[config.mk]
export PLATFORM = sky130hd
export DESIGN_NAME = mem_port_arbiter
export DESIGN_NICKNAME = d
export VERILOG_FILES = /design/src/rtl/mem_arb_pkg.sv /design/src/rtl/arb_starve_ctr.sv /design/src/rtl/mem_port_arbiter.sv
export SDC_FILE = /design/constraint.sdc
export NUM_CORES = 1
export LEC_CHECK = 0
export ABC_AREA = 1
export ABC_CLOCK_PERIOD_IN_PS = 1950
export BUFFER_PORTS_ARGS = -buffer_cell sky130_fd_sc_hd__buf_2
export CELL_PAD_IN_SITES_DETAIL_PLACEMENT = 0
export CELL_PAD_IN_SITES_GLOBAL_PLACEMENT = 1
export CORE_ASPECT_RATIO = 0.8
export CORE_UTILIZATION = 29
export CTS_BUF_LIST = sky130_fd_sc_hd__clkbuf_16
export CTS_CLUSTER_SIZE = 8
export DETAILED_ROUTE_END_ITERATION = 8
export PLACE_DENSITY_LB_ADDON = 0.08
export SYNTH_ARGS = -nofsm -noshare
export SYNTH_HDL_FRONTEND = slang
export SYNTH_HIERARCHICAL = 1
export SYNTH_SLANG_ARGS = --single-unit
[constraint.sdc]
create_clock -name clk -period 1.95 [get_ports clk]
set_clock_uncertainty 0.15 [all_clocks]
set_input_delay 0.4875 -clock clk [delete_from_list [all_inputs] [get_ports clk]]
set_output_delay 0.4875 -clock clk [all_outputs]
set_load 0.1 [all_outputs]
[src/rtl/mem_arb_pkg.sv]
// Shared encodings for the IF/data memory port arbiter: FSM states, owner
// codes and default tuning constants.
package mem_arb_pkg;

   localparam logic [1:0] ST_IDLE   = 2'd0;
   localparam logic [1:0] ST_BUSY_I = 2'd1;
   localparam logic [1:0] ST_BUSY_D = 2'd2;
   localparam logic [1:0] ST_RESP   = 2'd3;

   localparam logic OWN_IF = 1'b0;
   localparam logic OWN_D  = 1'b1;

   localparam int DEF_STARVE_LIMIT = 4;
   localparam int DEF_TIMEOUT      = 64;
   localparam int STARVE_W         = 4;

endpackage

[src/rtl/arb_starve_ctr.sv]
// Grant decision for the shared port: data wins by default, IF is forced
// through once it has lost STARVE_LIMIT consecutive contended arbitrations.
module arb_starve_ctr
   import mem_arb_pkg::*;
#(
   parameter int STARVE_LIMIT = DEF_STARVE_LIMIT
) (
   input  logic                clk,
   input  logic                reset,
   input  logic                if_req,
   input  logic                d_req,
   input  logic                idle,
   output logic                grant_if,
   output logic                grant_d,
   output logic [STARVE_W-1:0] starve_cnt
);

   localparam logic [STARVE_W-1:0] LIMIT = STARVE_W'(STARVE_LIMIT);

   logic [STARVE_W-1:0] cnt_reg, cnt_next;
   logic                force_if;

   assign force_if = if_req && d_req && (cnt_reg == LIMIT);

   always_comb begin
      grant_d  = idle && d_req && !force_if;
      grant_if = idle && if_req && !grant_d;
      cnt_next = cnt_reg;
      if (grant_if)
         cnt_next = '0;
      else if (grant_d && if_req && (cnt_reg != LIMIT))
         cnt_next = cnt_reg + STARVE_W'(1);
   end

   always_ff @(posedge clk) begin
      if (reset)
         cnt_reg <= '0;
      else
         cnt_reg <= cnt_next;
   end

   assign starve_cnt = cnt_reg;

endmodule

[src/rtl/mem_port_arbiter.sv]
// Shares one multi-cycle memory port between instruction fetch and the data
// stage, with a valid/ack handshake toward memory and a sticky watchdog.
module mem_port_arbiter
   import mem_arb_pkg::*;
#(
   parameter int ADDR_W       = 32,
   parameter int DATA_W       = 32,
   parameter int STARVE_LIMIT = DEF_STARVE_LIMIT,
   parameter int TIMEOUT      = DEF_TIMEOUT
) (
   input  logic              clk,
   input  logic              reset,
   input  logic              if_req,
   input  logic [ADDR_W-1:0] if_addr,
   output logic [DATA_W-1:0] if_rdata,
   output logic              if_done,
   input  logic              d_req,
   input  logic              d_we,
   input  logic [ADDR_W-1:0] d_addr,
   input  logic [DATA_W-1:0] d_wdata,
   output logic [DATA_W-1:0] d_rdata,
   output logic              d_done,
   output logic              mem_valid,
   output logic              mem_we,
   output logic [ADDR_W-1:0] mem_addr,
   output logic [DATA_W-1:0] mem_wdata,
   input  logic [DATA_W-1:0] mem_rdata,
   input  logic              mem_ack,
   output logic              busy,
   output logic              timeout_err
);

   localparam int              WD_W   = $clog2(TIMEOUT + 1);
   localparam logic [WD_W-1:0] WD_SET = WD_W'(TIMEOUT - 2);
   localparam logic [WD_W-1:0] WD_MAX = '1;

   logic [1:0]          state_reg, state_next;
   logic                owner_reg, we_reg, timeout_reg;
   logic [ADDR_W-1:0]   addr_reg;
   logic [DATA_W-1:0]   wdata_reg, if_rdata_reg, d_rdata_reg;
   logic [WD_W-1:0]     wd_cnt_reg;
   logic                idle, in_busy, grant_if, grant_d;
   logic [STARVE_W-1:0] starve_cnt;
   logic                unused_ok;

   assign idle    = (state_reg == ST_IDLE);
   assign in_busy = (state_reg == ST_BUSY_I) || (state_reg == ST_BUSY_D);

   arb_starve_ctr #(.STARVE_LIMIT(STARVE_LIMIT)) u_starve (
      .clk        (clk),
      .reset      (reset),
      .if_req     (if_req),
      .d_req      (d_req),
      .idle       (idle),
      .grant_if   (grant_if),
      .grant_d    (grant_d),
      .starve_cnt (starve_cnt)
   );

   // Starvation count is kept visible for debug only.
   assign unused_ok = ^starve_cnt;

   always_comb begin
      state_next = state_reg;
      case (state_reg)
         ST_IDLE: begin
            if (grant_d)
               state_next = ST_BUSY_D;
            else if (grant_if)
               state_next = ST_BUSY_I;
         end
         ST_BUSY_I, ST_BUSY_D: begin
            if (mem_ack)
               state_next = ST_RESP;
         end
         default: state_next = ST_IDLE;
      endcase
   end

   always_ff @(posedge clk) begin
      if (reset) begin
         state_reg    <= ST_IDLE;
         owner_reg    <= OWN_IF;
         we_reg       <= 1'b0;
         addr_reg     <= '0;
         wdata_reg    <= '0;
         if_rdata_reg <= '0;
         d_rdata_reg  <= '0;
         wd_cnt_reg   <= '0;
         timeout_reg  <= 1'b0;
      end else begin
         state_reg <= state_next;
         if (idle && (grant_if || grant_d)) begin
            owner_reg  <= grant_d ? OWN_D : OWN_IF;
            we_reg     <= grant_d && d_we;
            addr_reg   <= grant_d ? d_addr : if_addr;
            wdata_reg  <= grant_d ? d_wdata : '0;
            wd_cnt_reg <= '0;
         end
         if (in_busy) begin
            if (mem_ack) begin
               if (owner_reg == OWN_IF)
                  if_rdata_reg <= mem_rdata;
               else if (!we_reg)
                  d_rdata_reg <= mem_rdata;
            end else begin
               if (wd_cnt_reg != WD_MAX)
                  wd_cnt_reg <= wd_cnt_reg + WD_W'(1);
               // Flag becomes visible in the TIMEOUT-th cycle spent waiting.
               if (wd_cnt_reg == WD_SET)
                  timeout_reg <= 1'b1;
            end
         end
      end
   end

   assign mem_valid   = in_busy;
   assign mem_we      = we_reg;
   assign mem_addr    = addr_reg;
   assign mem_wdata   = wdata_reg;
   assign if_rdata    = if_rdata_reg;
   assign d_rdata     = d_rdata_reg;
   assign if_done     = (state_reg == ST_RESP) && (owner_reg == OWN_IF);
   assign d_done      = (state_reg == ST_RESP) && (owner_reg == OWN_D);
   assign busy        = !idle;
   assign timeout_err = timeout_reg;

endmodule
==> impl_metrics.json <==
{
  "outcome": "finished with violations",
  "violations": "setup timing",
  "irDropWorstVdd_mv": 1.29,
  "io_buffers": 267,
  "grt_max_degree": 60,
  "clockBufferDepth": 2,
  "insertion_delay_ns": 0.43,
  "cts-htree-levels": 4,
  "setup_slack_ns": -0.0599,
  "vias_per_cell": 4.35,
  "ant_nets": 0,
  "ys_types": 25,
  "r2r_setup_slack_ns": 0.04,
  "yosys.area.top_type": "dfxtp_1",
  "die_height_um": 130,
  "crit_path_max_fanout": 3,
  "synth.area.top_cells": "dfxtp_1, nor2_1, o21ai_0",
  "grt_pass1_wl_um": 29100,
  "hold_violations": 0,
  "synth-edff-count": 0,
  "drc": 0,
  "grt_overflow": 0,
  "cellPowerDensity_nw_per_um2": 2030,
  "final_core_util_pct": 44.6,
  "leakage_uw": 0.00440,
  "ys_seq_area_share_pct": 48.7,
  "root_buffer": "clkbuf_16",
  "grt_pass1_vias": 5611,
  "area_growth_syn_to_layout_pct": 49.9,
  "drt_first_pass_iters": 5,
  "top_level_ports": 268,
  "placeableCoreArea_um2": 19900,
  "slowest_delay_ns": 0.38,
  "wire_per_inst_um": 13.7,
  "cp_num_buf_inv": 4,
  "cts_tree": "done",
  "layout.nets": 1247,
  "critPathMostFrequentCell": "buf_12",
  "cts-buffers-inserted": 17,
  "min_period_ns": 2.01,
  "end_kind": "output port",
  "syn-num-nets": 972,
  "fill_cells": 2040,
  "crit_family": "buffers and inverters",
  "synth_top_cell_area_share_pct": 48.7,
  "synth_warnings": 6,
  "post_dp_cell_area_um2": 7750,
  "die_w_um": 162,
  "finalCritPeriodShare_pct": 103,
  "route.vias.total": 6013,
  "worst_pin_slew_ns": 0.526,
  "arrival_ns": 1.37,
  "setup_violations": 2,
  "drt_iter0_markers": 359,
  "crit_type": "reg2out",
  "fmax_mhz": 498,
  "required_ns": 1.31,
  "diodes": 0,
  "synth-main-ff-cell": "dfxtp_1",
  "synth_area_um2": 5920,
  "dp_hpwl_um": 12600,
  "crit_path_cell_trace": "inv_4, ha_4, buf_12, clkinvlp_4, buf_12",
  "rsz0062_at_grt": "true",
  "crit_path_start_kind": "register",
  "clkTransAtPathRegs_ns": 0.07,
  "wl_um": 19000,
  "synth-seq-cells": 144,
  "drive_above_1_share_pct": 35.5,
  "min_path_type": "in2reg",
  "slew_headroom_pct": 65.2,
  "drv_slew": 0,
  "cp_slowest_cell": "dfxtp_4",
  "design_area_um2": 8880,
  "gp_congestion": 0.739,
  "grtUsageTotal_pct": 17.6,
  "grt_antenna_before_repair": 0,
  "synth_area_per_cell_um2": 7.13,
  "cts.sinks": 144,
  "start_util_pct": 29.7,
  "postSynthCellCount": 831,
  "die-area_um2": 21000,
  "async_flop_share_pct": 0,
  "num_rows": 46,
  "drv_cap": 0
}
[synthesized netlist by cell type (3+ instances only)]
library cell,n
nor2_1,218
nor2_2,3
o21ai_0,130
buf_6,4
buf_2,21
nand2_2,6
inv_2,4
a21oi_1,40
clkbuf_1,26
inv_1,61
nand2_1,113
dfxtp_1,144
nand4_1,3
nand3_1,41
ha_1,7
[worst reg2reg max path: stages (launching register included)]
cell,delay (ns)
dfxtp_4,0.38
inv_4,0.04
ha_4,0.16
buf_4,0.15
nand2_4,0.07
inv_2,0.04
nand2_4,0.07
nand2_4,0.06
inv_4,0.06
nand2_4,0.07
nand2_8,0.15
inv_16,0.06
buf_12,0.14
nand2_1,0.06
nand2_1,0.05
nand2_1,0.06
nor2_1,0.04
[layout by cell type (no fill, tap or decap), types with 4 or more instances in the layout]
cell | Yosys | routed
buf_4 | 1 | 17
buf_8 | 0 | 4
a21oi_1 | 40 | 40
clkbuf_16 | 0 | 22
nor2_1 | 218 | 194
buf_2 | 21 | 262
buf_6 | 4 | 4
dfxtp_1 | 144 | 142
buf_12 | 0 | 15
nand2_4 | 1 | 5
o21ai_1 | 1 | 14
inv_1 | 61 | 55
nor2_4 | 1 | 16
nand3_1 | 41 | 41
bufinv_16 | 0 | 5
o21ai_0 | 130 | 116
nand2_1 | 113 | 109
inv_2 | 4 | 7
nand2_2 | 6 | 5
nor2_2 | 3 | 12
ha_1 | 7 | 5
[cell families after synthesis]
| logic type | share of synthesized area (%) |
|---|---|
| AO/OA/AOI/OAI | 14.6 |
| XOR/XNOR | 0.148 |
| adder cells (fa/ha/maj) | 1.48 |
| buffers and inverters | 8.49 |
| flip-flops | 48.7 |
| AND/OR/NAND/NOR | 26.6 |
[metal layers]
metal	part of all wire, %	global-route usage (%)
met1	47	23.1
met2	44	27.0
met3	8.2	6.71
met4	0.97	4.83
met5	0	0
[worst paths after layout]
path / from / endpoint / cells past startpoint
max reg2reg: state_reg[0]$_SDFFE_PP0P_ / wd_cnt_reg[3]$_SDFF_PP0_ / 16
min: mem_rdata[19] / d_rdata[19]$_SDFFE_PP0P_ / 3
min reg2reg: timeout_err$_SDFFE_PP0P_ / timeout_err$_SDFFE_PP0P_ / 2
max: state_reg[0]$_SDFFE_PP0P_ / busy / 5
[stage by stage]
stage	worst slack (ns)	std cells	hold slack [ns]	total power (µW)	TNS [ns]
after global placement	0.0530	1338	0.291	13400	0
after CTS	-0.0778	1376	0.135	17300	-0.139
after detailed placement	0.0338	1338	0.297	13400	0
after floorplan	0.0154	831	0.289	11500	0
after global routing	-0.119	1383	0.141	18900	-1.07
final	-0.0599	1383	0.142	18000	-0.0599
[power breakdown]
group	switching [µW]	internal [µW]	total, µW
logic	7930	2310	10200
registers	365	3700	4070
clock network	1390	2290	3690
[final cells by class]
| type | count | area, µm² | share of cell area (%) |
|---|---|---|---|
| Clock buffer | 17 | 425 | 4.79 |
| Clock inverter | 15 | 233 | 2.62 |
| Inverter | 66 | 275 | 3.10 |
| Multi-Input combinational cell | 569 | 2750 | 30.9 |
| Sequential cell | 144 | 2890 | 32.5 |
| Tap cell | 264 | 330 | 3.72 |
| Timing Repair Buffer | 307 | 1970 | 22.2 |
| Timing Repair inverter | 1 | 11.3 | 0.127 |
[what timing repair did]
item / CTS / global route
setup buffers: 6 / 1
cloned: 0 / 7
setup endpoints to repair: 5 / 96
gates resized for setup: 20 / 78
hold buffers: 0 / 0
pin swaps: 4 / 4
No activity file was read; power rests on OpenSTA's default activity.
